--- src/rtl/lname_mbus_member_ctrl_if.sv ---
// Controller-side companion to the MBus member controller: synchronizes and arbitrates
// EXTERNAL_INT, sequences short-prefix writes/invalidates with read-back, and issues SLEEP_REQ.
module lname_mbus_member_ctrl_if #(
    parameter int SYNC_STAGES = 2,
    parameter int WR_PULSE    = 2,
    parameter int SLEEP_DELAY = 4,
    parameter int CLR_TIMEOUT = 16
) (
    input  logic       clk_i,
    input  logic       reset_i,
    input  logic       external_int_i,
    output logic       clr_ext_int_o,
    output logic       int_req_o,
    input  logic       int_ack_i,
    input  logic       enum_valid_i,
    input  logic [3:0] enum_addr_i,
    input  logic       inval_req_i,
    input  logic       sleep_cmd_i,
    output logic       addr_wr_en_o,
    output logic [3:0] addr_in_o,
    output logic       addr_clr_b_o,
    input  logic [3:0] addr_out_i,
    input  logic       addr_valid_i,
    output logic       sleep_req_o,
    output logic       cmd_done_o,
    output logic       cmd_err_o,
    output logic       busy_o
);

    typedef enum logic [3:0] {
        S_IDLE,
        S_INT_CLR,
        S_ADDR_SETUP,
        S_ADDR_WR,
        S_ADDR_HOLD,
        S_ADDR_CHK,
        S_INVAL,
        S_INVAL_CHK,
        S_SLEEP_WAIT,
        S_SLEEP
    } state_t;

    state_t                 state_q, state_d;
    logic [7:0]             cnt_q, cnt_d;
    logic [3:0]             addrIn_q, addrIn_d;
    logic                   intPending_q, intPending_d;
    logic [SYNC_STAGES-1:0] syncChain_q;
    logic                   intSPrev_q;
    logic                   cmdDone_d, cmdErr_d;
    logic                   clrExtInt_q, intReq_q, addrWrEn_q, addrClrB_q;
    logic                   sleepReq_q, cmdDone_q, cmdErr_q, busy_q;

    logic intS, intRise, anyCmd, enumReserved, enumMatch, invalMatch;

    assign intS         = syncChain_q[SYNC_STAGES-1];
    assign intRise      = intS & ~intSPrev_q;
    assign anyCmd       = sleep_cmd_i | inval_req_i | enum_valid_i;
    assign enumReserved = (enum_addr_i == 4'h0) || (enum_addr_i == 4'hF);
    assign enumMatch    = addr_valid_i && (addr_out_i == addrIn_q);
    assign invalMatch   = !addr_valid_i && (addr_out_i == 4'hF);

    // Read-back checks sample during the cycle before the result state so the pulse is registered.
    always_comb begin
        state_d      = state_q;
        cnt_d        = cnt_q;
        addrIn_d     = addrIn_q;
        intPending_d = intPending_q | intRise;
        cmdDone_d    = 1'b0;
        cmdErr_d     = 1'b0;
        case (state_q)
            S_IDLE: begin
                if (sleep_cmd_i) begin
                    state_d  = S_SLEEP_WAIT;
                    cnt_d    = 8'(SLEEP_DELAY - 1);
                    cmdErr_d = inval_req_i | enum_valid_i;
                end else if (inval_req_i) begin
                    state_d  = S_INVAL;
                    cnt_d    = 8'(WR_PULSE - 1);
                    cmdErr_d = enum_valid_i;
                end else if (enum_valid_i) begin
                    if (enumReserved) begin
                        cmdErr_d = 1'b1;
                    end else begin
                        state_d  = S_ADDR_SETUP;
                        addrIn_d = enum_addr_i;
                    end
                end else if (int_ack_i && intPending_q) begin
                    state_d = S_INT_CLR;
                    cnt_d   = 8'(CLR_TIMEOUT - 1);
                end
            end
            S_ADDR_SETUP: begin
                state_d  = S_ADDR_WR;
                cnt_d    = 8'(WR_PULSE - 1);
                cmdErr_d = anyCmd;
            end
            S_ADDR_WR: begin
                if (cnt_q == 8'd0) state_d = S_ADDR_HOLD;
                else               cnt_d   = cnt_q - 8'd1;
                cmdErr_d = anyCmd;
            end
            S_ADDR_HOLD: begin
                state_d   = S_ADDR_CHK;
                cmdDone_d = enumMatch;
                cmdErr_d  = !enumMatch | anyCmd;
            end
            S_ADDR_CHK: begin
                state_d  = S_IDLE;
                cmdErr_d = anyCmd;
            end
            S_INVAL: begin
                if (cnt_q == 8'd0) begin
                    state_d   = S_INVAL_CHK;
                    cmdDone_d = invalMatch;
                    cmdErr_d  = !invalMatch;
                end else begin
                    cnt_d = cnt_q - 8'd1;
                end
                cmdErr_d = cmdErr_d | anyCmd;
            end
            S_INVAL_CHK: begin
                state_d  = S_IDLE;
                cmdErr_d = anyCmd;
            end
            S_INT_CLR: begin
                if (!intS) begin
                    state_d      = S_IDLE;
                    intPending_d = 1'b0;
                end else if (cnt_q == 8'd0) begin
                    state_d  = S_IDLE;
                    cmdErr_d = 1'b1;
                end else begin
                    cnt_d = cnt_q - 8'd1;
                end
                cmdErr_d = cmdErr_d | anyCmd;
            end
            S_SLEEP_WAIT: begin
                if (cnt_q == 8'd0) state_d = S_SLEEP;
                else               cnt_d   = cnt_q - 8'd1;
            end
            S_SLEEP: state_d = S_SLEEP;
            default: state_d = S_IDLE;
        endcase
    end

    // Outputs are decoded from the next state so they line up with the state they describe.
    always_ff @(posedge clk_i) begin
        if (reset_i) begin
            state_q      <= S_IDLE;
            cnt_q        <= 8'd0;
            addrIn_q     <= 4'h0;
            intPending_q <= 1'b0;
            syncChain_q  <= '0;
            intSPrev_q   <= 1'b0;
            clrExtInt_q  <= 1'b0;
            intReq_q     <= 1'b0;
            addrWrEn_q   <= 1'b0;
            addrClrB_q   <= 1'b1;
            sleepReq_q   <= 1'b0;
            cmdDone_q    <= 1'b0;
            cmdErr_q     <= 1'b0;
            busy_q       <= 1'b0;
        end else begin
            state_q      <= state_d;
            cnt_q        <= cnt_d;
            addrIn_q     <= addrIn_d;
            intPending_q <= intPending_d;
            syncChain_q  <= {syncChain_q[SYNC_STAGES-2:0], external_int_i};
            intSPrev_q   <= intS;
            clrExtInt_q  <= (state_d == S_INT_CLR);
            intReq_q     <= intPending_d && (state_d != S_INT_CLR);
            addrWrEn_q   <= (state_d == S_ADDR_WR);
            addrClrB_q   <= (state_d != S_INVAL);
            sleepReq_q   <= (state_d == S_SLEEP);
            cmdDone_q    <= cmdDone_d;
            cmdErr_q     <= cmdErr_d;
            busy_q       <= (state_d != S_IDLE);
        end
    end

    assign clr_ext_int_o = clrExtInt_q;
    assign int_req_o     = intReq_q;
    assign addr_wr_en_o  = addrWrEn_q;
    assign addr_in_o     = addrIn_q;
    assign addr_clr_b_o  = addrClrB_q;
    assign sleep_req_o   = sleepReq_q;
    assign cmd_done_o    = cmdDone_q;
    assign cmd_err_o     = cmdErr_q;
    assign busy_o        = busy_q;

endmodule

--- config.mk ---
export PLATFORM = sky130hd
export DESIGN_NAME = lname_mbus_member_ctrl_if
export DESIGN_NICKNAME = d
export VERILOG_FILES = /design/src/rtl/lname_mbus_member_ctrl_if.sv
export SDC_FILE = /design/constraint.sdc
export NUM_CORES = 1
export LEC_CHECK = 0
export ABC_AREA = 1
export BUFFER_PORTS_ARGS = -buffer_cell sky130_fd_sc_hd__buf_2
export CAP_MARGIN = 20
export CORE_ASPECT_RATIO = 2
export CORE_MARGIN = 4
export CORE_UTILIZATION = 40
export CTS_CLUSTER_DIAMETER = 120
export DETAILED_ROUTE_END_ITERATION = 6
export MAX_ROUTING_LAYER = met4
export SETUP_SLACK_MARGIN = 0.1
export SYNTH_ARGS = -nofsm -noshare
export SYNTH_HDL_FRONTEND = slang
export SYNTH_SLANG_ARGS = --single-unit
--- constraint.sdc ---
create_clock -name clk_i -period 2.3 [get_ports clk_i]
set_input_delay 0.23 -clock clk_i [delete_from_list [all_inputs] [get_ports clk_i]]
set_output_delay 0.23 -clock clk_i [all_outputs]
set_load 0.01 [all_outputs]
==> run summary <==
status: completed
Cell Area, Synth: 0.001649 mm2
P per Cell Area: 1376 mW/mm2
Fill cells: 442
CP endpoint kind: register
met1 Use GR: 0.1774
CP max FO: 4
Max clock buf depth: 2
Setup Viol. Count Final: 0
pin count of the biggest net entering global routing: 19
global-route track usage on met3: 0.01362
leakage: 0.9781 nW
IO buf count: 27
post_cts resized: 0
Nets: 311
Post-synth EDFFs: 0
Syn. warnings: 0
GP Congestion: 1.086
critical path, cell by cell: inv_1 -> ha_1 -> nand2_1 -> nor2_1 -> nand2_1 -> nor2_1 -> a21oi_1 -> nand2_1 -> nor2_1 -> nand2_1 -> nor2_1
top cells by area, synth: dfxtp_1 (34%), nand2_1 (16%), nor2_1 (12%)
vias: 1670
clk sinks: 28
die width: 53.40 um
R2R cell count: 11
FF+latch count, synth: 28
DR iter-0 viols: 38
Via density: 4.855
CP Data Required Time: 2520 ps
Reg2Reg Setup Slack: 500 ps
post-synth net total: 283
placed cells: 340
worst hold path class: input pin to register
core area: 0.003924 mm2
M2 GR Usage: 0.3453
max incr delay on CP: 370 ps
asr flop ratio synth: 0
top-area cell type share of the netlist area: 0.3399
fraction of layout cells with a size suffix above 1: 0.1706
die span in y: 98.81 um
Gate Count Post-Synth: 266
GRT overflow: 0
crit share post-route: 0.7820
Final Routed Wirelength: 4.263 mm
Distinct cells, synth: 28
Seq/Total Area, Yosys: 0.3399
Die Footprint: 0.005276 mm2
CP arrival: 2020 ps
non-filler instance count after layout: 344
Min Clock Period, post-route: 1799 ps
CTS tree: done
Clock Latency Late Sink: 280 ps
max_slew headroom: 0.7465
RSZ-0062 raised after global routing: false
row cnt: 32
hold_sp: external_int_i
CTS Root Buffer Type: clkbuf_8
Synth area leader: dfxtp_1
Setup crit start kind: register
slowest CP cell: dfxtp_1
Initial Util: 0.4203
critical path type: register to register
critical path buffer and inverter count: 1
Avg WL per Cell: 12.39 um
number of global-route vias before repair: 1604
CTS Hold Bufs: 0
setup tns final: 0 ps
Final Hold Viols: 0
skew final: 9.511 ps
sink of the worst hold path: syncChain_q[0]
FF-to-FF End: addr_wr_en_o
Num CTS Buffers: 3
grt peak-use layer: met2
Primary FF master, synth: dfxtp_1
syn_area_per_cell: 6.200 um2
# Post-CTS Setup Buffers: 0
Post-route DRC: 0
HPWL after DPL: 3.434 mm
antenna-violating nets left: 0
H-tree Lvls: 1
antenna diode count: 0
IR drop worst, VDD: 0.8174 mV
Worst path top cell family by delay: simple AND/OR/NAND/NOR gates
Slew @ Worst Pin: 379.8 ps
CP Launch Point: cnt_q[0]
Tot GR Track Use: 0.1841
Max Freq: 0.5560 GHz
first-pass GRT wire length: 7.038 mm
First-pass DRT Iterations: 4
Synth-to-Final Area Change: 15.33%
Hold Crit Depth: 3
Reg-to-Reg Start: cnt_q[0]
clock slew at reported path FFs: 110 ps
# IOs: 28
max_cap viols: 0
antenna violations before repair: 0
Slew Limit Fails: 0
[cell usage after synthesis (3+ instances only)]
cell type	n
o21ai_0	12
inv_1	30
a21oi_1	15
nand2_1	70
nor3_1	3
xor2_1	3
nor2_2	5
xnor2_1	3
nand3_1	17
dfxtp_1	28
nor2_1	54
inv_2	5
[per-stage QoR]
step                setup WS, ps  cell area (um2)  total power, W  hold WS [ps]    util
detailed placement         542.8             1831        0.002228         393.1  0.4665
global route               206.1             1902        0.002885         161.0  0.4847
CTS                        511.0             1902        0.002638         137.4  0.4847
finish                     501.5             1902        0.002617         148.2  0.4847
floorplan                  850.9             1649        0.001885         337.0       -
global placement           537.9             1831        0.002234         390.6  0.4665
[tightest hold or removal path, stage by stage]
cell    delay (ps)
buf_2          100
inv_1           40
nor2_1          30
[cell type report]
type | count | area (um2) | area share
clock buffers | 3 | 41.29 | 0.02171
clock inverters | 1 | 30.03 | 0.01579
inverters | 35 | 131.4 | 0.06908
multi-input cells | 199 | 939.7 | 0.4941
flip-flops and latches | 28 | 560.5 | 0.2947
well taps | 51 | 63.81 | 0.03355
repair buffers | 27 | 135.1 | 0.07105
[logic make-up (layout without fill, tap and decap cells)]
| family | count (synthesis) | count (layout) | share of synthesized area |
|---|---|---|---|
| buffers and inverters | 39 | 66 | 0.09029 |
| flip-flops | 28 | 28 | 0.3399 |
| AND/OR/NAND/NOR | 159 | 159 | 0.4226 |
| adder cells (fa/ha/maj) | 1 | 1 | 0.007586 |
| AO/OA/AOI/OAI | 33 | 33 | 0.1077 |
| XOR/XNOR | 6 | 6 | 0.03187 |
[how the worst max path moves through the flow]
stage	endpoint	slack, ps	cells after the start
floorplan	clr_ext_int_o	850	11
global placement	addr_wr_en_o	540	11
detailed placement	addr_wr_en_o	540	11
CTS	addr_wr_en_o	510	11
global route	addr_wr_en_o	210	11
finish	addr_wr_en_o	500	11
[flip-flops by register name (all words and copies together), names as in the netlist, 2 cells and up]
| signal | flops |
|---|---|
| addr_in_o | 4 |
| cnt_q | 8 |
| state_q | 4 |
| syncChain_q | 2 |
[layer usage]
layer / share of wire / wire length, um / vias to the layer above
li1: - / - / 880
met1: 0.38 / 1613 / 743
met2: 0.57 / 2410 / 37
met3: 0.026 / 111 / 10
met4: 0.030 / 127 / 0
met5: 0 / 0 / -
[report_power, final]
group	switching, W	total (W)	internal, W
combinational	0.000986	0.00150	0.000511
sequential	0.000116	0.000721	0.000605
clock	0.000166	0.000399	0.000233
[cell usage in the layout, fill, tap and decap left out]
master | netlist | layout
dfxtp_1 | 28 | 28
nor2_8 | 1 | 1
clkbuf_8 | 0 | 3
ha_1 | 1 | 1
o21ai_1 | 1 | 1
and2_1 | 1 | 1
a31oi_1 | 1 | 1
bufinv_16 | 0 | 1
xor2_1 | 3 | 3
buf_2 | 2 | 27
a21oi_2 | 1 | 1
nand3_1 | 17 | 17
inv_1 | 30 | 30
o21bai_1 | 2 | 2
nor2_1 | 54 | 54
nor2_2 | 5 | 5
nand4_1 | 1 | 1
xnor2_1 | 3 | 3
nand2_2 | 2 | 2
a21oi_1 | 15 | 15
nand3_2 | 1 | 1
inv_2 | 5 | 5
o21a_1 | 1 | 1
nand2_4 | 2 | 2
nand2_1 | 70 | 70
nor3_1 | 3 | 3
nor2_4 | 2 | 2
o21ai_0 | 12 | 12
(Power assumes the default switching activity.)
